File: src/rtl/rf_pkg.sv
// Shared types for the register-file write arbiter.
// Widths, entry struct and a one-hot register decode helper.
package rf_pkg;

    localparam int DATA_W   = 16;
    localparam int REG_ID_W = 4;
    localparam int NUM_REGS = 1 << REG_ID_W;
    localparam int ZERO_REG = 0;

    typedef logic [REG_ID_W-1:0] reg_id_t;
    typedef logic [DATA_W-1:0]   data_t;
    typedef logic [NUM_REGS-1:0] reg_vec_t;

    typedef struct packed {
        reg_id_t reg_id;
        data_t   data;
    } wr_entry_t;

    // Register 0 is never written, so it never shows as busy.
    function automatic reg_vec_t onehot_reg(input reg_id_t id);
        reg_vec_t v;
        v = '0;
        if (id != reg_id_t'(ZERO_REG)) begin
            v[id] = 1'b1;
        end
        return v;
    endfunction

endpackage

File: src/rtl/rf_write_arbiter_if.sv
// Writeback request / register-file write bundle.
// master: requesters + RF side; slave: the arbiter.
interface rf_write_arbiter_if #(
    parameter int NUM_REQ = 2
);
    import rf_pkg::*;

    logic [NUM_REQ-1:0]          req_valid;
    logic [NUM_REQ-1:0]          req_ready;
    logic [NUM_REQ*REG_ID_W-1:0] req_reg_id;
    logic [NUM_REQ*DATA_W-1:0]   req_data;
    logic                        wr_en;
    reg_id_t                     wr_reg_id;
    data_t                       wr_data;
    logic [NUM_REQ-1:0]          wr_grant;
    reg_vec_t                    busy;

    modport master (
        output req_valid, req_reg_id, req_data,
        input  req_ready, wr_en, wr_reg_id, wr_data,
        input  wr_grant, busy
    );

    modport slave (
        input  req_valid, req_reg_id, req_data,
        output req_ready, wr_en, wr_reg_id, wr_data,
        output wr_grant, busy
    );

endinterface

File: src/rtl/rf_wr_fifo.sv
// Per-requester circular-buffer FIFO of pending RF writes.
// Ports: push/pop/din/dout/empty/full plus per-entry valid/reg_id taps.
module rf_wr_fifo
    import rf_pkg::*;
#(
    parameter int DEPTH = 2
) (
    input  logic                  clk,
    input  logic                  rst,
    input  logic                  push,
    input  logic                  pop,
    input  wr_entry_t             din,
    output wr_entry_t             dout,
    output logic                  empty,
    output logic                  full,
    output logic [DEPTH-1:0]      ent_valid,
    output reg_id_t [DEPTH-1:0]   ent_reg_id
);

    localparam int PW = $clog2(DEPTH);
    localparam int CW = $clog2(DEPTH + 1);

    wr_entry_t [DEPTH-1:0] mem;
    logic [PW-1:0]         rd_ptr;
    logic [PW-1:0]         wr_ptr;
    logic [CW-1:0]         count;
    logic                  do_push;
    logic                  do_pop;

    assign empty   = (count == '0);
    assign full    = (count == CW'(DEPTH));
    assign do_push = push & ~full;
    assign do_pop  = pop & ~empty;
    assign dout    = mem[rd_ptr];

    always_ff @(posedge clk or posedge rst) begin
        if (rst) begin
            mem    <= '0;
            rd_ptr <= '0;
            wr_ptr <= '0;
            count  <= '0;
        end else begin
            if (do_push) begin
                mem[wr_ptr] <= din;
                wr_ptr      <= wr_ptr + PW'(1);
            end
            if (do_pop) begin
                rd_ptr <= rd_ptr + PW'(1);
            end
            if (do_push && !do_pop) begin
                count <= count + CW'(1);
            end else if (!do_push && do_pop) begin
                count <= count - CW'(1);
            end
        end
    end

    // An entry is live when its distance from the read pointer
    // is below the occupancy count.
    always_comb begin
        logic [PW-1:0] off;
        off = '0;
        for (int k = 0; k < DEPTH; k++) begin
            off           = PW'(k) - rd_ptr;
            ent_valid[k]  = (CW'(off) < count);
            ent_reg_id[k] = mem[k].reg_id;
        end
    end

endmodule

File: src/rtl/rf_write_arbiter.sv
// Round-robin arbiter sharing the RF write port among NUM_REQ FIFOs.
// Ports: clk, rst, bus (slave) carrying req_*, wr_* and busy.
module rf_write_arbiter
    import rf_pkg::*;
#(
    parameter int NUM_REQ    = 2,
    parameter int FIFO_DEPTH = 2
) (
    input  logic                clk,
    input  logic                rst,
    rf_write_arbiter_if.slave   bus
);

    localparam int IW = (NUM_REQ > 1) ? $clog2(NUM_REQ) : 1;

    wr_entry_t [NUM_REQ-1:0]                 din;
    wr_entry_t [NUM_REQ-1:0]                 head;
    logic [NUM_REQ-1:0]                      empty;
    logic [NUM_REQ-1:0]                      full;
    logic [NUM_REQ-1:0]                      push;
    logic [NUM_REQ-1:0]                      pop;
    logic [NUM_REQ-1:0][FIFO_DEPTH-1:0]      ent_vld;
    reg_id_t [NUM_REQ-1:0][FIFO_DEPTH-1:0]   ent_id;

    logic               win_found;
    logic [IW-1:0]      win_idx;
    logic [IW-1:0]      last_grant;

    logic               wr_en_q;
    reg_id_t            wr_reg_id_q;
    data_t              wr_data_q;
    logic [NUM_REQ-1:0] wr_grant_q;
    reg_vec_t           busy_c;

    for (genvar g = 0; g < NUM_REQ; g++) begin : g_fifo
        assign din[g].reg_id = bus.req_reg_id[g*REG_ID_W +: REG_ID_W];
        assign din[g].data   = bus.req_data[g*DATA_W +: DATA_W];
        assign push[g]       = bus.req_valid[g] & ~full[g];
        assign pop[g]        = win_found & (win_idx == IW'(g));

        rf_wr_fifo #(
            .DEPTH      (FIFO_DEPTH)
        ) u_fifo (
            .clk        (clk),
            .rst        (rst),
            .push       (push[g]),
            .pop        (pop[g]),
            .din        (din[g]),
            .dout       (head[g]),
            .empty      (empty[g]),
            .full       (full[g]),
            .ent_valid  (ent_vld[g]),
            .ent_reg_id (ent_id[g])
        );
    end

    // Ready comes from FIFO state only, so a full FIFO refuses
    // even when it pops on the same edge.
    assign bus.req_ready = ~full;

    // Search starts one past the last winner and wraps.
    always_comb begin
        int c;
        c         = 0;
        win_found = 1'b0;
        win_idx   = last_grant;
        for (int k = 1; k <= NUM_REQ; k++) begin
            c = int'(last_grant) + k;
            if (c >= NUM_REQ) begin
                c = c - NUM_REQ;
            end
            if (!win_found && !empty[c]) begin
                win_found = 1'b1;
                win_idx   = IW'(c);
            end
        end
    end

    always_ff @(posedge clk or posedge rst) begin
        if (rst) begin
            wr_en_q     <= 1'b0;
            wr_reg_id_q <= '0;
            wr_data_q   <= '0;
            wr_grant_q  <= '0;
            last_grant  <= IW'(NUM_REQ - 1);
        end else if (win_found) begin
            // A reg-0 entry still consumes its slot, just without a write.
            wr_en_q     <= (head[win_idx].reg_id != reg_id_t'(ZERO_REG));
            wr_reg_id_q <= head[win_idx].reg_id;
            wr_data_q   <= head[win_idx].data;
            wr_grant_q  <= NUM_REQ'(1) << win_idx;
            last_grant  <= win_idx;
        end else begin
            wr_en_q    <= 1'b0;
            wr_grant_q <= '0;
        end
    end

    always_comb begin
        busy_c = '0;
        for (int i = 0; i < NUM_REQ; i++) begin
            for (int k = 0; k < FIFO_DEPTH; k++) begin
                if (ent_vld[i][k]) begin
                    busy_c = busy_c | onehot_reg(ent_id[i][k]);
                end
            end
        end
        if (wr_en_q) begin
            busy_c = busy_c | onehot_reg(wr_reg_id_q);
        end
    end

    assign bus.wr_en     = wr_en_q;
    assign bus.wr_reg_id = wr_reg_id_q;
    assign bus.wr_data   = wr_data_q;
    assign bus.wr_grant  = wr_grant_q;
    assign bus.busy      = busy_c;

endmodule

File: src/flat_wrapper.sv
// flat-port wrapper written by rule: the top's interface ports become plain ports
module rf_write_arbiter_flat import rf_pkg::*;
#(
    parameter int NUM_REQ    = 2,
    parameter int FIFO_DEPTH = 2
)
  (clk, rst, bus_req_valid, bus_req_reg_id, bus_req_data, bus_req_ready, bus_wr_en, bus_wr_reg_id, bus_wr_data, bus_wr_grant, bus_busy);
  rf_write_arbiter_if #(.NUM_REQ(NUM_REQ)) bus_i ();
  input  logic clk;
  input  logic rst;
  input wire logic [$bits(bus_i.req_valid)-1:0] bus_req_valid;
  input wire logic [$bits(bus_i.req_reg_id)-1:0] bus_req_reg_id;
  input wire logic [$bits(bus_i.req_data)-1:0] bus_req_data;
  output wire logic [$bits(bus_i.req_ready)-1:0] bus_req_ready;
  output wire logic [$bits(bus_i.wr_en)-1:0] bus_wr_en;
  output wire logic [$bits(bus_i.wr_reg_id)-1:0] bus_wr_reg_id;
  output wire logic [$bits(bus_i.wr_data)-1:0] bus_wr_data;
  output wire logic [$bits(bus_i.wr_grant)-1:0] bus_wr_grant;
  output wire logic [$bits(bus_i.busy)-1:0] bus_busy;
  assign bus_i.req_valid = bus_req_valid;
  assign bus_i.req_reg_id = bus_req_reg_id;
  assign bus_i.req_data = bus_req_data;
  assign bus_req_ready = bus_i.req_ready;
  assign bus_wr_en = bus_i.wr_en;
  assign bus_wr_reg_id = bus_i.wr_reg_id;
  assign bus_wr_data = bus_i.wr_data;
  assign bus_wr_grant = bus_i.wr_grant;
  assign bus_busy = bus_i.busy;
  rf_write_arbiter #(.NUM_REQ(NUM_REQ), .FIFO_DEPTH(FIFO_DEPTH)) u_core (.clk(clk), .rst(rst), .bus(bus_i));
endmodule
File: config.mk
export PLATFORM = sky130hd
export DESIGN_NAME = rf_write_arbiter_flat
export DESIGN_NICKNAME = d
export VERILOG_FILES = /design/src/rtl/rf_pkg.sv /design/src/rtl/rf_write_arbiter_if.sv /design/src/rtl/rf_wr_fifo.sv /design/src/rtl/rf_write_arbiter.sv /design/src/flat_wrapper.sv
export SDC_FILE = /design/constraint.sdc
export NUM_CORES = 1
export LEC_CHECK = 0
export CORE_MARGIN = 2
export CORE_UTILIZATION = 50
export CTS_CLUSTER_DIAMETER = 100
export CTS_CLUSTER_SIZE = 12
export DETAILED_ROUTE_END_ITERATION = 12
export GPL_ROUTABILITY_DRIVEN = 0
export GPL_TIMING_DRIVEN = 0
export PLACE_DENSITY = 0.77
export SLEW_MARGIN = 25
export SYNTH_ARGS = -nofsm -noshare
export SYNTH_HDL_FRONTEND = slang
export SYNTH_HIERARCHICAL = 1
export SYNTH_SLANG_ARGS = --single-unit
File: constraint.sdc
create_clock -name clk -period 1.65 [get_ports clk]
set_input_delay 0.2475 -clock clk [delete_from_list [all_inputs] [get_ports clk]]
set_output_delay 0.2475 -clock clk [all_outputs]
set_load 0.1 [all_outputs]
# ---- Word level (Yosys, flattened, before mapping)
# Cells that the tools add are included.
dict set report word_totals {
  ff_bits 112
  in_bits 44
  output_inout_bits 41
  wordCells 162
}
dict set report op_classes {
  add_sub_neg 16
  n_lt_le_gt_ge 25
  n_eq_ne 2
  shifts 1
  n_mux 54
  bitwise 18
  reduce_logical 27
}
# op count
set ops {}
lappend ops {{$mux 16} 14}
lappend ops {{$mux 20} 8}
lappend ops {{$bwmux 40} 2}
lappend ops {{$ge 32x3->1 const B} 2}
lappend ops {{$lt 32x3->1 const B} 2}
lappend ops {{$mux 32} 2}
lappend ops {{$or 16x16->16} 4}
lappend ops {{$sub 32x3->32 const B} 2}
lappend ops {{$demux 20 s1} 2}
lappend ops {{$lt 4x5->1 const B} 5}
lappend ops {{$reduce_bool 4->1} 6}
lappend ops {{$demux 1 s4} 5}
lappend ops {{$ge 4x1->1 const B} 5}
lappend ops {{$mux 1} 16}
lappend ops {{$logic_and 1x1->1} 12}
lappend ops {{$lt 1x2->1 const B} 5}
lappend ops {{$mux 2} 5}
lappend ops {{$and 1x1->1} 8}
lappend ops {{$lt 1x2->1} 4}
lappend ops {{$logic_not 1->1} 5}
lappend ops {{$not 1->1} 5}
lappend ops {{$add 1x1->1 const B} 4}
lappend ops {{$add 2x1->2 const B} 2}
lappend ops {{$eq 2x2->1 const B} 2}
lappend ops {{other kinds (9)} 16}

# ---- Longest topological paths before layout
# Gate-level depths: netlist (run 1).
dict set report logic_depth {
  depth_word 15
  depth_mapped 11
  mapped_depth_nobuf 8
}

# ---- By module
# Netlist (run 1), hierarchy kept.
# mod n_inst cells_per_inst area_each_um2 seq_area_each_um2
set modules_own_cells {}
lappend modules_own_cells {rf_wr_fifo 2 137 2125.8 1101.1}
lappend modules_own_cells {rf_write_arbiter 1 220 1824.2 601.8}

# ---- Least setup slack after synthesis (run 1)
# Ideal clock, no wire load.
dict set report synth_path {
  path_type {reg2out}
  from {register u_core.wr_reg_id_q[1], in the netlist u_core/bus.wr_reg_id[1]}
  to {output port bus_busy[1]}
  t_arrival_ps 2358
  required_ps 1402
  slack_ps -956
  path_stages_with_launch 5
  n_path_buf 1
  path_cell_list {dfrtp_1 > buf_2 > nand2b_1 > nand2b_1 > nand4_1}
}
dict set report synth_via {
  elab_chain_cells 8
  word_cells_on_any_way 10
  classes_between {2 x order compare; 5 x mux; 1 x bitwise; 2 x reduce/logical}
}
# item line
set synth_lines {}
lappend synth_lines {{start: declaration} rf_write_arbiter.sv:30} ;# reg_id_t wr_reg_id_q;
lappend synth_lines {{start signal: assignment} rf_write_arbiter.sv:89} ;# wr_reg_id_q <= head[win_idx].reg_id;
lappend synth_lines {{$lt 4x5->1 (implied by the code) / $ge 4x1->1 (equally long branches)} rf_pkg.sv:24} ;# v[id] = 1'b1;
lappend synth_lines {{$logic_and 1x1->1 (implied by the code)} rf_pkg.sv:24}
lappend synth_lines {{$mux 1 (implied by the code)} rf_pkg.sv:24}
lappend synth_lines {{$demux 1 s4} --}
lappend synth_lines {{$mux 16 *} rf_pkg.sv:23} ;# if (id != reg_id_t'(ZERO_REG)) begin
lappend synth_lines {{$mux 16 *} rf_write_arbiter.sv:108} ;# if (wr_en_q) begin
lappend synth_lines {{$or 16x16->16 *} rf_write_arbiter.sv:109} ;# busy_c = busy_c | onehot_reg(wr_reg_id_q);
lappend synth_lines {{$mux 16 *} rf_write_arbiter.sv:108}
lappend synth_lines {{end: declaration} flat_wrapper.sv:19} ;# output wire logic [$bits(bus_i.busy)-1:0] bus_busy;
# Every way passes the cells marked *; elsewhere a longest branch is shown, timed or not. The select of a mux whose other input is x is not followed.

==> run metrics, run 1 <==
worst path bufs/invs 2; Area Overhead vs Synth 43.7%; worst endpoint data arrival time 2.06 ns; crit path max fanout 4; syn avg cell area 12.3 um^2; Post-Syn Area 6080 um^2; Yosys reg bits 112; final worst setup slack -0.655 ns; io pins 85; CP max-delay cell or4_4; initial antenna violation count 0; most frequent cells in the layout dfrtp_1 (101), mux2_2 (61), mux2_4 (59), buf_4 (49), clkdlybuf4s50_1 (43); top-area cell type share of the netlist area 45.7%; Finish-stage setup viols 83; Max stage delay on crit path 0.45 ns; GR Util met3 4.87%; 1st-iter DRT viols 522; Area contributors post-synth dfrtp_1 (46%), mux2_2 (15%), mux2_4 (9.9%), o22ai_1 (4.2%), mux2i_1 (3.3%); HP Class in2async; Ys Warns 6; Top Usage Layer GRT met2; largest net degree at the start of global routing 26; Initial Utilization 51.0%; Site Rows 40; WS Path Type reg2out; final net count 686; final hold vios 0; Die Height 114 um; Max Fclk 434 MHz; violated checks setup timing; Worst-Skew Late Latency 0.35 ns; status finished, violations left; Pre-Repair DR Iteration Count 6; WP data required 1.40 ns; antenna diode count 0; grt met2 use 44.0%; CP top delay family simple AND/OR/NAND/NOR gates; startpoint types flip-flop; number of I/O port buffers 83; Fill cells 739; clk_skew 0.00893 ns; die area 13000 um^2; GR Overflow Total 0; Die Width 114 um; WL per Instance 22.2 um; post-DP HPWL 11.0 mm; Tot GR Track Use 24.8%; Core Footprint 11900 um^2; Mapped Nets 540; Max Cap Viol 0; Num CTS Buffers 9; CTS Hold Bufs 0; commonest non-fill, non-tap cell in the layout dfrtp_1; H-tree Lvls 3; Clock Sink Count 112; met1 usage 30.0%; # DRC 0; CTS tree built; Tightest Pin Transition 0.950 ns; post-synth top area cell dfrtp_1; Clock transition at path regs 0.07 ns; Crit. End Element output port; layout cells sized above 1 55.3%; Via-to-Cell Ratio 6.02; sequential share of the synthesized area 46.1%; post-route ant nets 0; Cell Chain, Critical Path buf_8 -> a21o_4 -> nand3b_1 -> o22ai_2 -> or4_4 -> buf_12; first-pass GRT wire length 24.8 mm; min cycle time layout 2.30 ns; unique cell type count in the Yosys netlist 39; root buf cell clkbuf_16; period utilisation layout 140%; Final Max Slew Viols 0; Synth Instances 494; vias 4767; vias in the first global route 4704; final core occ 73.3%; RSZ-0062 raised after global routing true; CTS Buffer Depth 2; final WL 17.6 mm; Max-Slew Margin vs Limit 36.3%
what timing repair did:
action / in CTS / in global routing
gates cloned: 2 / 8
resized for setup: 257 / 88
buffers inserted: 21 / 27
setup endpoints to repair: 84 / 119
pin swaps: 22 / 24
cell type report:
| type | instances | area, um^2 | share of cell area (%) |
|---|---|---|---|
| Buffer | 38 | 403 | 4.61 |
| Clock buffer | 11 | 243 | 2.78 |
| Clock inverter | 5 | 56.3 | 0.645 |
| Inverter | 13 | 58.8 | 0.673 |
| Multi-Input combinational cell | 327 | 3340 | 38.2 |
| Sequential cell | 112 | 2830 | 32.4 |
| Tap cell | 147 | 184 | 2.11 |
| Timing Repair Buffer | 139 | 1620 | 18.6 |
flip-flops by register name, indices dropped and copies added (netlist names):
register and cells:
u_core/g_fifo.u_fifo/ent_reg_id 16, u_core/g_fifo.u_fifo/rd_ptr 2, u_core/last_grant 1, u_core/g_fifo.u_fifo/wr_ptr 2
u_core/g_fifo.u_fifo/count 4, u_core/bus.wr_reg_id 4, u_core/bus.wr_en 1, u_core/bus.wr_grant 2
u_core/g_fifo.u_fifo/mem 64, u_core/bus.wr_data 16
through the flow:
step / cells / instance area [um^2] / setup slack, ns / hold WS [ns] / setup TNS (ns)
floorplan: 494 / 6250 / -0.624 / 0.261 / -3.75
global placement: 724 / 7270 / -1.25 / 0.470 / -68.41
detailed placement: 726 / 7320 / -1.34 / 0.478 / -25.04
CTS: 764 / 8180 / -0.674 / 0.328 / -10.71
global route: 792 / 8730 / -0.721 / 0.372 / -26.45
finish: 792 / 8730 / -0.655 / 0.341 / -20.78
worst reg2reg max path, stage by stage (launching register included):
cell,delay (ns)
dfrtp_2,0.44
buf_6,0.12
buf_6,0.11
buf_6,0.11
nor2_4,0.16
o21bai_4,0.16
buf_6,0.13
inv_4,0.04
o21ai_4,0.07
ha_4,0.17
xor2_2,0.15
nor2_2,0.05
xor2_1,0.14
cell families after synthesis:
group / Yosys count / share of synthesized area, %
AOI/OAI and AO/OA: 73 / 7.45
xor gates and xnor gates: 10 / 1.44
adders and majority gates: 2 / 0.412
buffers and inverters: 55 / 6.32
DFF: 112 / 46.1
muxes: 140 / 28.0
other: 1 / 0.0617
and+or+nand+nor: 101 / 10.2
cell usage after synthesis:
cell type / instances
mux2i_1: 20
ha_1: 2
nand3_1: 8
o32ai_1: 1
nand3b_1: 15
o21ai_0: 2
nand2b_1: 13
o21bai_2: 1
nand2_1: 5
buf_2: 12
inv_1: 13
clkbuf_1: 2
nand4_1: 3
a21oi_1: 21
or2_2: 3
buf_6: 2
mux2_4: 40
conb_1: 1
and2_0: 1
dfstp_2: 1
buf_12: 4
nor4_1: 2
or3_1: 9
nand2b_4: 2
nor2b_1: 4
o22ai_1: 41
and2_2: 2
a21o_2: 4
nor2_1: 15
xor2_1: 6
a32oi_1: 3
buf_4: 22
or4_1: 3
nor3_1: 9
dfrtp_1: 111
nor3b_1: 5
xnor2_1: 4
mux2_2: 80
and3_4: 2
per-layer routing:
metal  share of wire (%)  vias up
li1                    -     2081
met1                  40     2426
met2                  51      198
met3                 4.8       62
met4                 4.3        0
met5                   0        -
final timing paths:
kind | start | end | slack (ns) | cells after the start
max in group asynchronous | rst | u_core/bus.wr_reg_id[1]$_DFFE_PP0N_ | 0.71 | 2
max reg2reg | u_core/g_fifo[0].u_fifo/count[0]$_DFFE_PP0P_ | u_core/g_fifo[0].u_fifo/count[1]$_DFFE_PP0P_ | -0.32 | 12
min | rst | u_core/g_fifo[1].u_fifo/mem[9]$_DFFE_PP0P_ | 0.34 | 2
min reg2reg | u_core/g_fifo[1].u_fifo/wr_ptr$_DFFE_PP0P_ | u_core/g_fifo[1].u_fifo/wr_ptr$_DFFE_PP0P_ | 0.49 | 1
min in group clk | u_core/g_fifo[1].u_fifo/wr_ptr$_DFFE_PP0P_ | u_core/g_fifo[1].u_fifo/wr_ptr$_DFFE_PP0P_ | 0.49 | 1
max | u_core/g_fifo[1].u_fifo/rd_ptr$_DFFE_PP0P_ | bus_busy[8] | -0.65 | 6
Power of run 1 is not shown: default switching activity piles up to over one toggle a cycle in this logic, so the estimate is an artifact.
==> inputs of run 2 (changes only) <==
Settings changed: CAP_MARGIN from default to 20, CORE_UTILIZATION 50 to 40, PLACE_DENSITY 0.77 to default.
==> run 2 against run 1 <==
The run still ends with setup timing left. Non-clock buffer count fell by 5. Clock skew down 0.0019 ns. Sequential cell count unchanged. Via count shrank 4.8%. Utilization is 14 points lower. Final cell count up 4.5%. Die area increased by 24%. Sequential share of layout area fell by 0.45 points.
==> run metrics, run 2 (synthesis gave the netlist of run 1 again) <==
final hold vios 0 (unchanged); Cell Chain, Critical Path buf_6 -> a21o_4 -> nand3b_1 -> o22ai_2 -> or4_4 -> buf_12 (was buf_8 -> a21o_4 -> nand3b_1 -> o22ai_2 -> or4_4 -> buf_12); die area 16200 um^2 (was 13000 um^2); io pins 85 (unchanged); final WL 16.7 mm (was 17.6 mm); Area Overhead vs Synth 45.7% (was 43.7%); Crit. End Element output port (unchanged); crit path max fanout 4 (unchanged); WP data required 1.40 ns (about the same); Max stage delay on crit path 0.51 ns (was 0.45 ns); first-pass GRT wire length 25.2 mm (was 24.8 mm); violated checks setup timing (unchanged); most frequent cells in the layout dfrtp_1 (102), mux2_4 (78), buf_4 (46), clkdlybuf4s50_1 (43), mux2_2 (42) (was dfrtp_1 (101), mux2_2 (61), mux2_4 (59), buf_4 (49), clkdlybuf4s50_1 (43)); Initial Utilization 40.4% (was 51.0%); H-tree Lvls 3 (unchanged); clk_skew 0.00699 ns (was 0.00893 ns); post-route ant nets 0 (unchanged); WL per Instance 20.2 um (was 22.2 um); Tot GR Track Use 20.2% (was 24.8%); Via-to-Cell Ratio 5.48 (was 6.02); Max Fclk 430 MHz (was 434 MHz); Finish-stage setup viols 101 (was 83); Tightest Pin Transition 0.585 ns (was 0.950 ns); largest register by flop count u_core/g_fifo.u_fifo/mem (unchanged); antenna diode count 0 (unchanged); largest net degree at the start of global routing 34 (was 26); setup_tns -25.74 ns (was -20.78 ns); Clock transition at path regs 0.07 ns (about the same); min cycle time layout 2.32 ns (was 2.30 ns); placed cell count 767 (was 726); Max-Slew Margin vs Limit 61.2% (was 36.3%); Die Height 127 um (was 114 um); RSZ-0062 raised after global routing true (unchanged); vias 4538 (was 4767); Die Width 127 um (was 114 um); status finished, violations left (unchanged); final worst setup slack -0.674 ns (was -0.655 ns); final core occ 58.9% (was 73.3%); vias in the first global route 4519 (was 4704); Core Footprint 15000 um^2 (was 11900 um^2); HP Class in2async (unchanged); Max Cap Viol 0 (unchanged); WS Path Type reg2out (unchanged); initial antenna violation count 0 (unchanged); period utilisation layout 141% (was 140%); number of I/O port buffers 83 (unchanged); commonest non-fill, non-tap cell in the layout dfrtp_1 (unchanged); Worst-Skew Late Latency 0.34 ns (was 0.35 ns); CP max-delay cell or4_4 (unchanged); 1st-iter DRT viols 192 (was 522); Clock Sink Count 112 (unchanged); pre-CTS setup slack -1.29 ns (was -1.34 ns); CTS Buffer Depth 2 (unchanged); CTS tree built (unchanged); Site Rows 45 (was 40); # DRC 0 (unchanged); post-DP HPWL 11.2 mm (was 11.0 mm); GR Overflow Total 0 (unchanged); layout cells sized above 1 54.7% (was 55.3%); multi-input logic area 3420 um^2 (was 3340 um^2); Reg area 2830 um^2 (about the same); CTS Hold Bufs 0 (unchanged); Fill cells 1200 (was 739); root buf cell clkbuf_16 (unchanged); max reg flops 64 (unchanged); worst endpoint data arrival time 2.08 ns (was 2.06 ns); startpoint types flip-flop (unchanged); Num CTS Buffers 9 (unchanged); Final Max Slew Viols 0 (unchanged); final net count 681 (was 686); Pre-Repair DR Iteration Count 4 (was 6); Finished Layout Cells 828 (was 792)
==> run 2: routing by layer <==
metal  track usage (%)  share of wire [%]  vias to the layer above  wire, um
met2              34.7                 50                      147      8380
met5                 0                  0                        -         0
met1              25.6                 43                     2286      7160
li1                  -                  -                     2079         -
met4              7.63                2.4                        0       405
met3              3.27                4.5                       26       748
==> run 2: per-stage QoR <==
step	hold WS, ns	cell area [um^2]
2_1_floorplan	0.261	6250
3_3_place_gp	0.472	7320
3_5_place_dp	0.477	7360
4_1_cts	0.255	8230
5_1_grt	0.292	8850
6_report	0.278	8850
==> run 2: worst paths after layout <==
| check | start | to | slack, ns | depth (start not counted) |
|---|---|---|---|---|
| max | u_core/g_fifo[1].u_fifo/count[0]$_DFFE_PP0P_ | bus_busy[4] | -0.67 | 6 |
| min | rst | u_core/g_fifo[0].u_fifo/mem[9]$_DFFE_PP0P_ | 0.28 | 2 |
| max reg2reg | u_core/g_fifo[0].u_fifo/count[0]$_DFFE_PP0P_ | u_core/g_fifo[1].u_fifo/count[1]$_DFFE_PP0P_ | -0.31 | 12 |
| min reg2reg | u_core/g_fifo[1].u_fifo/wr_ptr$_DFFE_PP0P_ | u_core/g_fifo[1].u_fifo/wr_ptr$_DFFE_PP0P_ | 0.49 | 1 |
| max in group asynchronous | rst | u_core/g_fifo[1].u_fifo/rd_ptr$_DFFE_PP0P_ | 0.83 | 3 |
| min in group clk | u_core/g_fifo[1].u_fifo/wr_ptr$_DFFE_PP0P_ | u_core/g_fifo[1].u_fifo/wr_ptr$_DFFE_PP0P_ | 0.49 | 1 |
==> run 2: cell type report <==
| type | instances | share of cell area, % |
|---|---|---|
| Timing Repair Buffer | 135 | 18.2 |
| Buffer | 37 | 4.44 |
| Clock inverter | 2 | 0.424 |
| Clock buffer | 14 | 3.10 |
| Tap cell | 188 | 2.66 |
| Multi-Input combinational cell | 327 | 38.7 |
| Sequential cell | 112 | 31.9 |
| Inverter | 13 | 0.608 |
==> run 2: worst max-delay path, delay by kind of cell, from the launching register on <==
family / cells / cell delay [ns]
flops: 1 / 0.37
compound gates: 2 / 0.34
simple gates: 2 / 0.71
buf+inv: 2 / 0.31
==> run 2: repair_timing <==
item,in CTS,in global routing
cloned,4,3
gates resized for setup,245,121
setup endpoints to repair,85,117
pin swaps,19,23
buffers inserted,20,23
Power of run 2 is left out for the same reason.
